### src/rtl/spi_pkg.sv
// spi_pkg: shared widths, defaults and sequencer state encoding.
package spi_pkg;
   localparam int BYTE_W = 8;
   localparam int DIV_W = 16;
   localparam int SPI_DEFAULT_CLK_DIV = 4;
   typedef enum logic [1:0] {
      S_IDLE  = 2'd0,
      S_ISSUE = 2'd1,
      S_WAIT  = 2'd2,
      S_GAP   = 2'd3
   } state_t;
endpackage

### src/rtl/spi_byte_fifo.sv
// spi_byte_fifo: synchronous first-word-fall-through FIFO with occupancy level.
module spi_byte_fifo #(
   parameter int WIDTH = 8,
   parameter int DEPTH = 8
) (
   input  logic                     clk,
   input  logic                     reset,
   input  logic                     push,
   input  logic [WIDTH-1:0]         din,
   input  logic                     pop,
   output logic [WIDTH-1:0]         dout,
   output logic                     full,
   output logic                     empty,
   output logic [$clog2(DEPTH):0]   level
);
   localparam int AW = $clog2(DEPTH);
   logic [WIDTH-1:0] mem [DEPTH];
   logic [AW-1:0] wr_ptr, rd_ptr;
   logic do_push, do_pop;
   assign full = level == (AW+1)'(DEPTH);
   assign empty = level == '0;
   assign do_push = push && !full;
   assign do_pop = pop && !empty;
   assign dout = mem[rd_ptr];
   always_ff @(posedge clk)
      if (do_push) mem[wr_ptr] <= din;
   always_ff @(posedge clk)
      if (reset) begin
         wr_ptr <= '0;
         rd_ptr <= '0;
         level <= '0;
      end else begin
         wr_ptr <= wr_ptr + AW'(do_push);
         rd_ptr <= rd_ptr + AW'(do_pop);
         level <= level + (AW+1)'(do_push) - (AW+1)'(do_pop);
      end
endmodule

### src/rtl/spi_txn_sequencer.sv
// spi_txn_sequencer: feeds spi_master one byte per start handshake from a TX FIFO,
// collects replies into an RX FIFO, with inter-byte gap, timeout and burst irq.
module spi_txn_sequencer
   import spi_pkg::*;
#(
   parameter int FIFO_DEPTH = 8,
   parameter int DEFAULT_CLK_DIV = SPI_DEFAULT_CLK_DIV,
   parameter int TIMEOUT_CYCLES = 65535
) (
   input  logic                          clk,
   input  logic                          reset,
   input  logic                          enable,
   input  logic [DIV_W-1:0]              clk_div_cfg,
   input  logic [7:0]                    gap_cfg,
   input  logic                          tx_valid,
   output logic                          tx_ready,
   input  logic [BYTE_W-1:0]             tx_data,
   output logic                          rx_valid,
   input  logic                          rx_ready,
   output logic [BYTE_W-1:0]             rx_data,
   output logic [$clog2(FIFO_DEPTH):0]   tx_level,
   output logic [$clog2(FIFO_DEPTH):0]   rx_level,
   output logic                          busy,
   output logic                          timeout_err,
   input  logic                          err_clr,
   output logic                          irq_done,
   output logic                          m_start,
   output logic [BYTE_W-1:0]             m_tx_data,
   output logic [DIV_W-1:0]              m_clk_div,
   input  logic [BYTE_W-1:0]             m_rx_data,
   input  logic                          m_busy,
   input  logic                          m_done
);
   state_t state;
   logic [15:0] cnt;
   logic [BYTE_W-1:0] tx_head;
   logic tx_full, tx_empty, rx_full, rx_empty;
   logic tx_push, launch, rx_push, to_hit;
   assign tx_ready = !tx_full;
   assign rx_valid = !rx_empty;
   assign tx_push = tx_valid && tx_ready;
   assign launch = state == S_IDLE && enable && !tx_empty && !rx_full;
   assign rx_push = state == S_WAIT && m_done;
   assign to_hit = {1'b0, cnt} + 17'd1 >= 17'(TIMEOUT_CYCLES);
   assign busy = state != S_IDLE;
   spi_byte_fifo #(.WIDTH(BYTE_W), .DEPTH(FIFO_DEPTH)) u_tx_fifo (
      .clk(clk), .reset(reset), .push(tx_push), .din(tx_data), .pop(launch),
      .dout(tx_head), .full(tx_full), .empty(tx_empty), .level(tx_level)
   );
   spi_byte_fifo #(.WIDTH(BYTE_W), .DEPTH(FIFO_DEPTH)) u_rx_fifo (
      .clk(clk), .reset(reset), .push(rx_push), .din(m_rx_data), .pop(rx_ready),
      .dout(rx_data), .full(rx_full), .empty(rx_empty), .level(rx_level)
   );
   always_ff @(posedge clk)
      if (reset) begin
         state <= S_IDLE;
         cnt <= '0;
         m_start <= 1'b0;
         m_tx_data <= '0;
         m_clk_div <= DIV_W'(DEFAULT_CLK_DIV);
         timeout_err <= 1'b0;
         irq_done <= 1'b0;
      end else begin
         irq_done <= 1'b0;
         if (err_clr) timeout_err <= 1'b0;
         case (state)
            S_IDLE:
               if (launch) begin
                  state <= S_ISSUE;
                  cnt <= '0;
                  m_tx_data <= tx_head;
                  m_clk_div <= clk_div_cfg == '0 ? DIV_W'(DEFAULT_CLK_DIV) : clk_div_cfg;
               end
            S_ISSUE:
               if (to_hit) begin
                  timeout_err <= 1'b1;
                  m_start <= 1'b0;
                  cnt <= 16'(gap_cfg);
                  state <= S_GAP;
               end else if (m_busy) begin
                  m_start <= 1'b0;
                  cnt <= cnt + 16'd1;
                  state <= S_WAIT;
               end else begin
                  m_start <= 1'b1;
                  cnt <= cnt + 16'd1;
               end
            S_WAIT:
               // a completed byte wins over a timeout landing on the same cycle
               if (m_done) begin
                  irq_done <= tx_empty && !tx_push;
                  cnt <= 16'(gap_cfg);
                  state <= S_GAP;
               end else if (to_hit) begin
                  timeout_err <= 1'b1;
                  cnt <= 16'(gap_cfg);
                  state <= S_GAP;
               end else
                  cnt <= cnt + 16'd1;
            default:
               if (cnt != '0) cnt <= cnt - 16'd1;
               else if (!m_busy) state <= S_IDLE;
         endcase
      end
endmodule

### config.mk
export PLATFORM = sky130hd
export DESIGN_NAME = spi_txn_sequencer
export DESIGN_NICKNAME = d
export VERILOG_FILES = /design/src/rtl/spi_pkg.sv /design/src/rtl/spi_byte_fifo.sv /design/src/rtl/spi_txn_sequencer.sv
export SDC_FILE = /design/constraint.sdc
export NUM_CORES = 1
export LEC_CHECK = 0
export CAP_MARGIN = 40
export CORE_ASPECT_RATIO = 1.75
export CORE_MARGIN = 3
export CORE_UTILIZATION = 35
export CTS_CLUSTER_DIAMETER = 80
export CTS_CLUSTER_SIZE = 30
export DETAILED_ROUTE_END_ITERATION = 8
export PLACE_DENSITY = 0.66
export SETUP_SLACK_MARGIN = 0.1
export SYNTH_ARGS = -nofsm -noshare
export SYNTH_HDL_FRONTEND = slang
export SYNTH_SLANG_ARGS = --single-unit
### constraint.sdc
create_clock -name clk -period 2.8 [get_ports clk]
set_clock_uncertainty 0.15 [all_clocks]
set_input_delay 0.56 -clock clk [delete_from_list [all_inputs] [get_ports clk]]
set_output_delay 0.56 -clock clk [all_outputs]
set_load 0.03 [all_outputs]
Word-level counts from Yosys, hierarchy flattened. Memories as Yosys holds them, arrays and structs flattened. A register that Yosys moved wholly into a read port is not among the register bits. Index checks and enable logic that the tools add are counted.

Bits in registers: 57. Latch bits: 0. RAM bits: 128. ROM bits: 0. Input port bits: 48. Output and inout bits: 46. Word-level logic and storage cells: 88. Memories: 2.

Add/sub/neg operators: 11. Multipliers: 0. Divide/modulo/power cells: 0. $lt $le $gt $ge: 1. Eq/ne operators: 9. Shift-type cells: 0. Mux-type cells: 25. Bitwise gates (word level): 2. Reduce and logical (&&, ||, !) cells: 26.

Memories: u_rx_fifo.mem (words 8, width 8, read ports 1, clocked after memory_dff 1, wr ports 1, RTL line spi_byte_fifo.sv:17) `logic [WIDTH-1:0] mem [DEPTH];`; u_tx_fifo.mem (words 8, width 8, read ports 1, clocked after memory_dff 1, wr ports 1, RTL line spi_byte_fifo.sv:17).

Operator list (count): 2-to-1 mux 16 bit (5); one-hot mux 16 bit (3 select lines) (1); adder 16 x 1 -> 17 bit (second input constant) (1); >= comparator 17 x 16 -> 1 bit (second input constant) (1); adder 16 x 1 -> 16 bit (second input constant) (1); zero test 16 bit (1); nonzero test 16 bit (1); subtractor 16 x 1 -> 16 bit (second input constant) (1); 2-to-1 mux 2 bit (7); adder 3 x 1 -> 3 bit (4); logical AND 1 bit (10); 2-to-1 mux 1 bit (9); adder 4 x 1 -> 4 bit (2); equality test 4 bit (second input constant) (2); zero test 4 bit (2); subtractor 4 x 1 -> 4 bit (2); inequality test 3 bit (second input constant) (2); one-hot mux 2 bit (3 select lines) (1); zero test 1 bit (5); AND reduction 5 bit (1); inequality test 4 x 1 -> 1 bit (second input constant) (1); inequality test 4 x 3 -> 1 bit (second input constant) (1); AND reduction 2 bit (2); nonzero test 4 bit (1); 9 further kinds (10).

Longest topological paths before layout. Gate-level depths: netlist of run 1.

Depth after elaboration: 6. Mapped depth: 13. Mapped depth without buffers: 12.

Modules after synthesis. From an unflattened synthesis of run 1, not the netlist that was laid out.

Cells, all modules: 702. Area, all modules: 9002.4 um^2.

By module, submodules not included: spi_byte_fifo (instances 2, cells an instance 157, area an instance 3044.2 um^2, seq. area each 2122.0 um^2); spi_txn_sequencer (instances 1, cells an instance 388, area an instance 2914.0 um^2, seq. area each 900.9 um^2).

Worst setup path after synthesis of run 1. Ideal clock, no wire load.

Path type: reg2reg. From: register u_rx_fifo.level[3]. To: register u_tx_fifo.level[2]. Library setup time: 0.128 ns. Data arrival time: 2.725 ns. Required time: 2.522 ns. Path slack: -0.203 ns. Stages on the path, launching flop included: 13. Buffers on the path: 1. Period minus slack after synthesis: 3.003 ns. Cells stage by stage: dfxtp_1 -> ha_1 -> or3b_2 -> nand4_1 -> clkinv_1 -> clkbuf_1 -> ha_1 -> inv_1 -> ha_1 -> inv_1 -> fa_1 -> xor2_1 -> nor2_1.

Cells in the longest elaborated chain, start to end: 5.

Ends and longest elaborated chain: from (decl) (RTL line spi_byte_fifo.sv:14) `output logic [$clog2(DEPTH):0] level`; from (signal assigned) (RTL line spi_byte_fifo.sv:35) `level <= level + (AW+1)'(do_push) - (AW+1)'(do_pop);`; equality test 4 bit (RTL line spi_byte_fifo.sv:20) `assign full = level == (AW+1)'(DEPTH);`; zero test 1 bit (RTL line spi_txn_sequencer.sv:42) `assign launch = state == S_IDLE && enable && !tx_empty && !rx_full;`; logical AND 1 bit (RTL line spi_txn_sequencer.sv:42); logical AND 1 bit (RTL line spi_byte_fifo.sv:23) `assign do_pop = pop && !empty;`; subtractor 4 x 1 -> 4 bit (RTL line spi_byte_fifo.sv:35); to (signal assigned) (RTL line spi_byte_fifo.sv:35); to (decl) (RTL line spi_byte_fifo.sv:14).

Every way passes these cells. A chain may end at the register's enable or synchronous reset.

==> impl_metrics.env, run 1 <==
export IMPL_outcome="completed"
export IMPL_slew_headroom_pct=60.63
export IMPL_startpoint_type="register"
export IMPL_start_util_pct=35.80
export IMPL_cts_tree="done"
export IMPL_clock_path_buffers=2
export IMPL_grt_pass1_wl_microns=35070
export IMPL_syn_inst=712
export IMPL_synth_fp_nets=790
export IMPL_path_cells="buf_6, buf_12, mux4_2, mux2_4, buf_6"
export IMPL_die_area_sq_um=27310
export IMPL_max_cap_viol_count=0
export IMPL_insertion_delay_ns=0.44
export IMPL_io_pins=94
export IMPL_ys_seq_area_share_pct=58.12
export IMPL_synth_top_area_share_pct=43.42
export IMPL_place_hpwl_microns=16180
export IMPL_drc=0
export IMPL_core_sq_um=24720
export IMPL_critPathKind="reg -> out"
export IMPL_grt_remaining_overflow=0
export IMPL_synth_area_leaders="edfxtp_1 (43%), dfxtp_1 (15%), mux4_2 (8.1%)"
export IMPL_synth_cell_types=68
export IMPL_die_w_microns=126.2
export IMPL_crit_path_end_kind="output pin"
export IMPL_root_buffer="clkbuf_16"
export IMPL_netlist_area_sq_um=8852
export IMPL_final_common_cell="edfxtp_1"
export IMPL_cp_required_ns=2.09
export IMPL_grt_pass1_vias=6339
export IMPL_synth_edff_count=128
export IMPL_cpPeakStageDelay_ns=0.51
export IMPL_grt_usage_pct=16.72
export IMPL_cp_common_cell="buf_6"
export IMPL_min_path_type="reg -> reg"
export IMPL_p_per_area_nw_per_um2=883.6
export IMPL_rows=76
export IMPL_synth_seq_cells=193
export IMPL_fmax_ghz=0.3714
export IMPL_drt_iter0_drc=382
export IMPL_wl_per_cell_microns=18.98
export IMPL_antenna_found_initial=1
export IMPL_num_vias=6317
export IMPL_worst_pin_slew_ns=0.5898
export IMPL_fin_ws_ns=0.1076
export IMPL_cts_max_level=4
export IMPL_gp_congestion=0.9272
export IMPL_n_antenna_cell=0
export IMPL_yosysWarningCount=0
export IMPL_numCtsBuffers=17
export IMPL_wl_microns=22610
export IMPL_setup_violations=0
export IMPL_period_needed_ns=2.692
export IMPL_fin_tns_setup_ns=0
export IMPL_layout_drive_gt1_share_pct=23.78
export IMPL_period_share_pct=96.16
export IMPL_dpl_worst_slack_ns=0.09257
export IMPL_arrival_ns=1.98
export IMPL_hold_buffers=0
export IMPL_syn2layout_area_growth_pct=28.10
export IMPL_leakagePower_uw=0.003911
export IMPL_avgSynthCellArea_sq_um=12.43
export IMPL_cts_clk_slew_worst_paths_ns=0.07
export IMPL_grt_max_degree=53
export IMPL_port_buffer_count=93
export IMPL_crit_path_top_delay_cell="mux4_2"
export IMPL_cts_sinks=193
export IMPL_max_vdd_ir_drop_mv=0.6604
export IMPL_fp_dieH_microns=216.4
export IMPL_vias_per_cell=5.304
export IMPL_async_reset_ff_share_pct=0
export IMPL_synthFlopType="edfxtp_1"
export IMPL_layout_nets=944
export IMPL_rsz0062_at_grt="true"
export IMPL_layout_common_cells="edfxtp_1 (128), clkdlybuf4s50_1 (83), buf_4 (82), nand2_1 (69), dfxtp_1 (56)"
export IMPL_crit_fanout=8
export IMPL_maxSlewViolCount=0
export IMPL_postRouteAntennaNets=0
export IMPL_fillers=2244
export IMPL_final_hold_viol_count=0
export IMPL_drt_first_pass_iters=5
export IMPL_synth_top_area_cell="edfxtp_1"
[cells in the mapped netlist, drive strengths merged, types with 3 or more instances]
cell	instances
a22oi	3
nand2b	8
a21o	5
nor4	11
a211oi	10
or3	6
nor2b	12
o21ai	13
edfxtp	128
o31ai	8
inv	27
or3b	3
o21a	4
nor3b	4
and4	4
a31oi	13
nand2	69
mux2	9
clkbuf	31
and2	8
nor2	50
xor2	4
a21oi	37
ha	28
o211ai	4
xnor2	13
dfxtp	65
nand3	21
mux4	32
buf	14
nand4	11
a41oi	3
mux2i	10
nor3	12
[flip-flops by register name, indices dropped and copies added, names as in the netlist]
name              cells
m_clk_div            16
u_rx_fifo.level       4
u_rx_fifo.wr_ptr      3
irq_done              1
u_rx_fifo.mem        64
u_tx_fifo.rd_ptr      3
m_start               1
state                 2
u_tx_fifo.wr_ptr      3
m_tx_data             8
cnt                  16
u_rx_fifo.rd_ptr      3
timeout_err           1
u_tx_fifo.level       4
u_tx_fifo.mem        64
[repair_timing]
| action | 4_1_cts | 5_1_grt |
|---|---|---|
| gates cloned | 1 | 0 |
| hold endpoints to repair | 0 | 0 |
| resized for setup | 45 | 38 |
| pin swaps | 1 | 6 |
| buffers inserted | 3 | 4 |
| endpoints found under the setup margin | 10 | 28 |
[worst max-delay path, delay by kind of cell, from the launching register on]
family	cells	cell delay, ns
flops	1	0.38
mux	2	0.79
buf+inv	3	0.38
[final cells by class]
| cell class | instances | area [sq um] | share of cell area, % |
|---|---|---|---|
| well taps | 312 | 390.4 | 3.443 |
| flip-flops and latches | 193 | 5161 | 45.51 |
| inverters | 28 | 106.4 | 0.9379 |
| clock buffers | 20 | 446.7 | 3.939 |
| clock inverters | 12 | 83.83 | 0.7393 |
| multi-input cells | 446 | 3508 | 30.94 |
| repair buffers | 180 | 1643 | 14.49 |
[routing by layer]
metal	part of all wire [%]	vias to the layer above	global-route usage, %
met5	0.035	-	0
met4	3.2	2	7.194
met3	4.4	43	3.847
met2	54	175	30.27
met1	38	3116	18.59
li1	-	2981	-
[cells by family after synthesis]
kind of cell / after synthesis / synth area share, %
compound gates: 120 / 9.089
xor+xnor: 17 / 1.682
fa+ha+maj: 30 / 4.410
buf+inv: 73 / 3.378
flops: 193 / 58.12
mux: 51 / 10.42
simple gates: 228 / 12.90
[per-stage QoR]
step | hold slack (ns) | cells | power (uW) | utilization (%) | area [sq um]
2_1_floorplan | 0.3822 | 712 | 6128 | - | 8876
3_3_place_gp | 0.2916 | 1151 | 7571 | 42.93 | 10610
3_5_place_dp | 0.2989 | 1151 | 7618 | 42.93 | 10610
4_1_cts | 0.3096 | 1187 | 9916 | 45.24 | 11190
5_1_grt | 0.3312 | 1191 | 10580 | 45.87 | 11340
6_report | 0.3059 | 1191 | 10020 | 45.87 | 11340
[worst paths after layout]
path,from,to,slack (ns),depth (start not counted)
setup / recovery,u_rx_fifo.rd_ptr[0]$_SDFF_PP0_,rx_data[6],0.11,5
hold / removal,m_clk_div[8]$_SDFFE_PP0P_,m_clk_div[8]$_SDFFE_PP0P_,0.31,2
setup reg to reg,cnt[0]$_SDFFE_PP0P_,cnt[12]$_SDFFE_PP0P_,0.18,7
hold reg to reg,m_clk_div[8]$_SDFFE_PP0P_,m_clk_div[8]$_SDFFE_PP0P_,0.31,2
[power breakdown]
group          total [uW]  internal (uW)  leakage (uW)  switching (uW)
logic                4230           1940       0.00196            2290
registers            3570           3350       0.00169             220
clock network        2230           1160      0.000257            1070
Note: power is estimated with default switching activity, not from simulation.
==> inputs of run 2 (changes only) <==
- GPL_TIMING_DRIVEN: default -> 0
==> run 2 against run 1 <==
  * Die area did not move
  * Critical path type is now reg -> reg
  * Combinational power rose by 7.8%
  * Sequential cell count unchanged
  * Final cell count down 0.50%
  * Largest cell class unchanged
  * Count of clock-buffer cells in the layout is 4 higher
  * Final area rose by 1.5%
==> impl_metrics.env, run 2 (synthesized netlist as in run 1, its figures left out) <==
export IMPL_layout_drive_gt1_share_pct=22.91
export IMPL_path_buf_inv=2
export IMPL_fillers=2188
export IMPL_grt_pass1_wl_microns=35710
export IMPL_cts_max_level=4
export IMPL_n_antenna_cell=0
export IMPL_maxSlewViolCount=0
export IMPL_drt_first_pass_iters=7
export IMPL_pwr_share_comb_pct=43.8
export IMPL_p_sw_share_pct=35.66
export IMPL_drc=0
export IMPL_clock_path_buffers=2
export IMPL_setup_violations=0
export IMPL_die_w_microns=126.2
export IMPL_cts_clk_slew_worst_paths_ns=0.07
export IMPL_layout_common_cells="edfxtp_1 (128), clkdlybuf4s50_1 (83), nand2_1 (69), dfxtp_1 (57), nor2_1 (43)"
export IMPL_place_hpwl_microns=16520
export IMPL_cts_sinks=193
export IMPL_max_vdd_ir_drop_mv=0.6273
export IMPL_grt_max_degree=17
export IMPL_worst_pin_slew_ns=0.8568
export IMPL_leakagePower_uw=0.003875
export IMPL_switching_power_uw=3715
export IMPL_vias_per_cell=5.405
export IMPL_num_vias=6405
export IMPL_hold_buffers=0
export IMPL_final_common_cell="edfxtp_1"
export IMPL_drt_iter0_drc=350
export IMPL_p_per_area_nw_per_um2=905.1
export IMPL_critPathKind="reg -> reg"
export IMPL_antenna_found_initial=1
export IMPL_final_hold_viol_count=0
export IMPL_slew_headroom_pct=42.67
export IMPL_regToRegSetupSlack_ns=0.06
export IMPL_fin_util_pct=46.56
export IMPL_gp_congestion=0.8806
export IMPL_start_util_pct=35.80
export IMPL_cpPeakStageDelay_ns=0.58
export IMPL_layout_nets=938
export IMPL_finalPower_uw=10420
export IMPL_crit_fanout=4
export IMPL_grt_pass1_vias=6553
export IMPL_pwr_share_seq_pct=34.0
export IMPL_fp_dieH_microns=216.4
export IMPL_wl_microns=23350
export IMPL_outcome="completed"
export IMPL_startpoint_type="register"
export IMPL_final_cells=1185
export IMPL_crit_path_end_kind="register"
export IMPL_insertion_delay_ns=0.45
export IMPL_cts_tree="done"
export IMPL_cp_required_ns=2.96
export IMPL_die_area_sq_um=27310
export IMPL_grt_remaining_overflow=0
export IMPL_grt_usage_pct=17.06
export IMPL_period_needed_ns=2.738
export IMPL_wl_per_cell_microns=19.70
export IMPL_min_path_type="reg -> reg"
export IMPL_top_regs="u_rx_fifo.mem: 64 flops, u_tx_fifo.mem: 64 flops"
export IMPL_rsz0062_at_grt="true"
export IMPL_postRouteAntennaNets=0
export IMPL_crit_family="simple AND/OR/NAND/NOR gates"
export IMPL_io_pins=94
export IMPL_p_int_uw=6703
export IMPL_arrival_ns=2.90
export IMPL_syn2layout_area_growth_pct=30.03
export IMPL_port_buffer_count=93
export IMPL_core_sq_um=24720
export IMPL_max_cap_viol_count=0
export IMPL_dp_cells=1126
export IMPL_clkPwrFrac_pct=22.3
export IMPL_numCtsBuffers=17
export IMPL_path_cells="buf_8, inv_8, ha_4, or3b_4, or3_4, or4b_4, nor3_4, a31oi_1, o21ai_1, a21oi_1"
export IMPL_rows=76
export IMPL_root_buffer="clkbuf_16"
export IMPL_period_share_pct=97.78
export IMPL_crit_path_top_delay_cell="or4b_4"
export IMPL_fmax_ghz=0.3653
## run 2: metrics by stage
stage | worst slack, ns | cell area, sq um | hold WS [ns] | TNS, ns
floorplan | 0.05666 | 8876 | 0.3822 | 0
global placement | -0.6547 | 10200 | 0.2920 | -38.84
detailed placement | -0.6737 | 10270 | 0.2972 | -21.48
CTS | -0.01012 | 11340 | 0.3072 | -0.01344
global route | -0.02133 | 11510 | 0.3296 | -0.02788
finish | 0.06227 | 11510 | 0.3055 | 0
## run 2: power by group through the flow
stage          Sequential (uW)  Clock, uW  Combinational, uW
5_1_grt                   3570       2460               4900
4_1_cts                   3530       2370               4380
6_report                  3540       2320               4560
2_1_floorplan             3820          0               2310
3_3_place_gp              3570          0               3770
3_5_place_dp              3580          0               3820
## run 2: path summary, 6_finish.rpt
kind	startpoint	end	cells after the start
setup reg to reg	cnt[0]$_SDFFE_PP0P_	cnt[14]$_SDFFE_PP0P_	10
hold / removal	m_clk_div[7]$_SDFFE_PP0P_	m_clk_div[7]$_SDFFE_PP0P_	2
setup / recovery	cnt[0]$_SDFFE_PP0P_	cnt[14]$_SDFFE_PP0P_	10
hold reg to reg	m_clk_div[7]$_SDFFE_PP0P_	m_clk_div[7]$_SDFFE_PP0P_	2
## run 2: final cells by class
| type | instances | area [sq um] | share of cell area, % |
|---|---|---|---|
| Sequential cell | 193 | 5160 | 44.83 |
| Tap cell | 312 | 390.4 | 3.391 |
| Timing Repair Buffer | 129 | 1261 | 10.96 |
| Clock buffer | 24 | 471.7 | 4.098 |
| Inverter | 28 | 121.4 | 1.054 |
| Multi-Input combinational cell | 446 | 3715 | 32.27 |
| Buffer | 45 | 311.5 | 2.707 |
| Clock inverter | 8 | 80.08 | 0.6957 |
## run 2: timing repair
action,in CTS,in global routing
pin swaps,12,12
setup endpoints to repair,50,46
gates cloned,2,0
gates resized for setup,135,35
setup buffers,16,10
## run 2: worst register-to-register path, stage by stage (launching register included)
cell	delay (ns)
dfxtp_4	0.36
buf_8	0.13
inv_8	0.05
ha_4	0.13
or3b_4	0.38
or3_4	0.37
or4b_4	0.59
nor3_4	0.19
a31oi_1	0.10
o21ai_1	0.11
a21oi_1	0.06
## run 2: layer usage
| layer | up-vias | wire length (microns) | GRT usage [%] |
|---|---|---|---|
| li1 | 2958 | - | - |
| met1 | 3145 | 8517 | 18.18 |
| met2 | 222 | 12850 | 31.50 |
| met3 | 78 | 995 | 2.959 |
| met4 | 2 | 979 | 9.306 |
| met5 | - | 13 | 0 |
==> inputs of run 3 (changes only) <==
- CORE_UTILIZATION: 35 -> 45
- PLACE_DENSITY: 0.66 -> 0.78
==> run 3 against run 2 <==
  * Count of clock-buffer cells in the layout down 6
  * Sequential cell count unchanged
  * Die area down 21%
  * Non-clock buffer count unchanged
  * Sequential power about the same
  * Register-to-register slack better by 0.06 ns
  * Combinational power up 6.1%
  * Fmax up 0.79%
  * Critical path depth down 5
  * Total power up 5.0%
  * Routed wire length down 3.3%
  * Critical path type is now reg -> out
  * Highest routed layer is now met4
==> impl_metrics.env, run 3 (synthesized netlist as in run 1, its figures left out) <==
export IMPL_outcome="completed"
export IMPL_die_area_sq_um=21460
export IMPL_worst_pin_slew_ns=0.8296
export IMPL_p_per_area_nw_per_um2=951.2
export IMPL_period_share_pct=97.01
export IMPL_path_cells="clkbuf_16, buf_12, mux4_2, mux2_4, buf_6"
export IMPL_port_buffer_count=93
export IMPL_crit_path_end_kind="output pin"
export IMPL_vias_per_cell=5.784
export IMPL_arrival_ns=2.01
export IMPL_antenna_found_initial=0
export IMPL_start_util_pct=45.91
export IMPL_core_sq_um=19280
export IMPL_max_cap_viol_count=0
export IMPL_crit_family="multiplexers"
export IMPL_cts_sinks=193
export IMPL_grt_pass1_vias=6616
export IMPL_startpoint_type="register"
export IMPL_holdWs_ns=0.3063
export IMPL_layout_drive_gt1_share_pct=23.37
export IMPL_p_sw_share_pct=35.25
export IMPL_grt_pass1_wl_microns=34850
export IMPL_cts_tree="done"
export IMPL_multi_input_area_sq_um=3700
export IMPL_period_needed_ns=2.716
export IMPL_placed_area_sq_um=10160
export IMPL_insertion_delay_ns=0.43
export IMPL_crit_path_top_delay_cell="mux4_2"
export IMPL_maxSlewViolCount=0
export IMPL_leakagePower_uw=0.003900
export IMPL_switching_power_uw=3854
export IMPL_final_common_cell="edfxtp_1"
export IMPL_grt_usage_pct=21.02
export IMPL_critPathKind="reg -> out"
export IMPL_drt_iter0_drc=393
export IMPL_finalPower_uw=10940
export IMPL_pwr_share_seq_pct=32.3
export IMPL_setup_violations=0
export IMPL_cts_clk_slew_worst_paths_ns=0.08
export IMPL_cpPeakStageDelay_ns=0.51
export IMPL_postRouteAntennaNets=0
export IMPL_min_path_type="reg -> reg"
export IMPL_layout_common_cells="edfxtp_1 (128), clkdlybuf4s50_1 (84), nand2_1 (68), dfxtp_1 (57), nor2_1 (43)"
export IMPL_cp_required_ns=2.09
export IMPL_gp_congestion=0.9268
export IMPL_hold_buffers=0
export IMPL_post_route_cell_area_sq_um=11500
export IMPL_num_vias=6443
export IMPL_die_w_microns=112.0
export IMPL_n_antenna_cell=0
export IMPL_clock_path_buffers=2
export IMPL_fmax_ghz=0.3681
export IMPL_io_pins=94
export IMPL_path_buf_inv=3
export IMPL_rows=67
export IMPL_fillers=1519
export IMPL_crit_fanout=6
export IMPL_final_hold_viol_count=0
export IMPL_top_regs="u_rx_fifo.mem: 64 flops, u_tx_fifo.mem: 64 flops"
export IMPL_layout_nets=938
export IMPL_slew_headroom_pct=44.39
export IMPL_numCtsBuffers=17
export IMPL_pwr_share_comb_pct=44.2
export IMPL_rsz0062_at_grt="true"
export IMPL_clkPwrFrac_pct=23.5
export IMPL_p_int_uw=7081
export IMPL_grt_remaining_overflow=0
export IMPL_drc=0
export IMPL_syn2layout_area_growth_pct=29.87
export IMPL_root_buffer="clkbuf_16"
export IMPL_fp_dieH_microns=191.5
export IMPL_seqCellArea_sq_um=5160
export IMPL_place_hpwl_microns=15440
export IMPL_wl_microns=22580
export IMPL_cts_max_level=4
export IMPL_max_vdd_ir_drop_mv=0.6578
export IMPL_wl_per_cell_microns=20.27
export IMPL_drt_first_pass_iters=5
export IMPL_grt_max_degree=19
run 3: worst register-to-register path, stage by stage (launching register included):
cell and delay, ns:
dfxtp_4 0.36, buf_8 0.12, inv_8 0.05, ha_4 0.12
or3b_4 0.38, or3_4 0.36, or4b_4 0.57, nor3_4 0.20
a31oi_1 0.10, o21ai_1 0.10, a21oi_1 0.05
run 3: repair_timing:
action	CTS	global route
gates cloned	2	1
pin swaps	12	16
setup buffers	14	12
endpoints found under the setup margin	66	68
gates resized for setup	125	51
run 3: area by class of cell:
type | count | area share (%)
repair buffers | 129 | 11.11
clock buffers | 18 | 3.733
inverters | 28 | 1.056
plain buffers | 45 | 2.754
flip-flops and latches | 193 | 44.88
well taps | 241 | 2.623
multi-input cells | 446 | 32.18
clock inverters | 14 | 1.654
run 3: power groups by stage:
stage / clock network (uW) / logic [uW] / registers [uW]
after floorplan: 0 / 2310 / 3820
after global placement: 0 / 3710 / 3570
after detailed placement: 0 / 3760 / 3570
after CTS: 2600 / 4280 / 3530
after global routing: 2710 / 5190 / 3570
final: 2570 / 4840 / 3530
run 3: through the flow:
step                      TNS (ns)  instances  util (%)  worst slack (ns)
final                            0       1114     59.62           0.08371
after global routing      -0.03219       1114     59.62          -0.02755
after CTS                        0       1101     58.05           0.04738
after detailed placement    -23.62       1053     52.70           -0.6265
after global placement      -35.09       1046     52.43           -0.6318
after floorplan                  0        712         -           0.05666
run 3: path summary, 6_finish.rpt:
check | from | end | slack [ns] | cells past startpoint
max | u_rx_fifo.rd_ptr[0]$_SDFF_PP0_ | rx_data[5] | 0.08 | 5
min | m_clk_div[13]$_SDFFE_PP0P_ | m_clk_div[13]$_SDFFE_PP0P_ | 0.31 | 2
max reg2reg | cnt[0]$_SDFFE_PP0P_ | cnt[14]$_SDFFE_PP0P_ | 0.12 | 10
min reg2reg | m_clk_div[13]$_SDFFE_PP0P_ | m_clk_div[13]$_SDFFE_PP0P_ | 0.31 | 2
run 3: routing by layer:
| metal | routed length, microns | vias to the layer above | global-route usage (%) |
|---|---|---|---|
| li1 | - | 2976 | - |
| met1 | 8454 | 3164 | 23.63 |
| met2 | 12110 | 223 | 37.92 |
| met3 | 1017 | 80 | 3.611 |
| met4 | 997 | 0 | 10.92 |
| met5 | 0 | - | 0 |
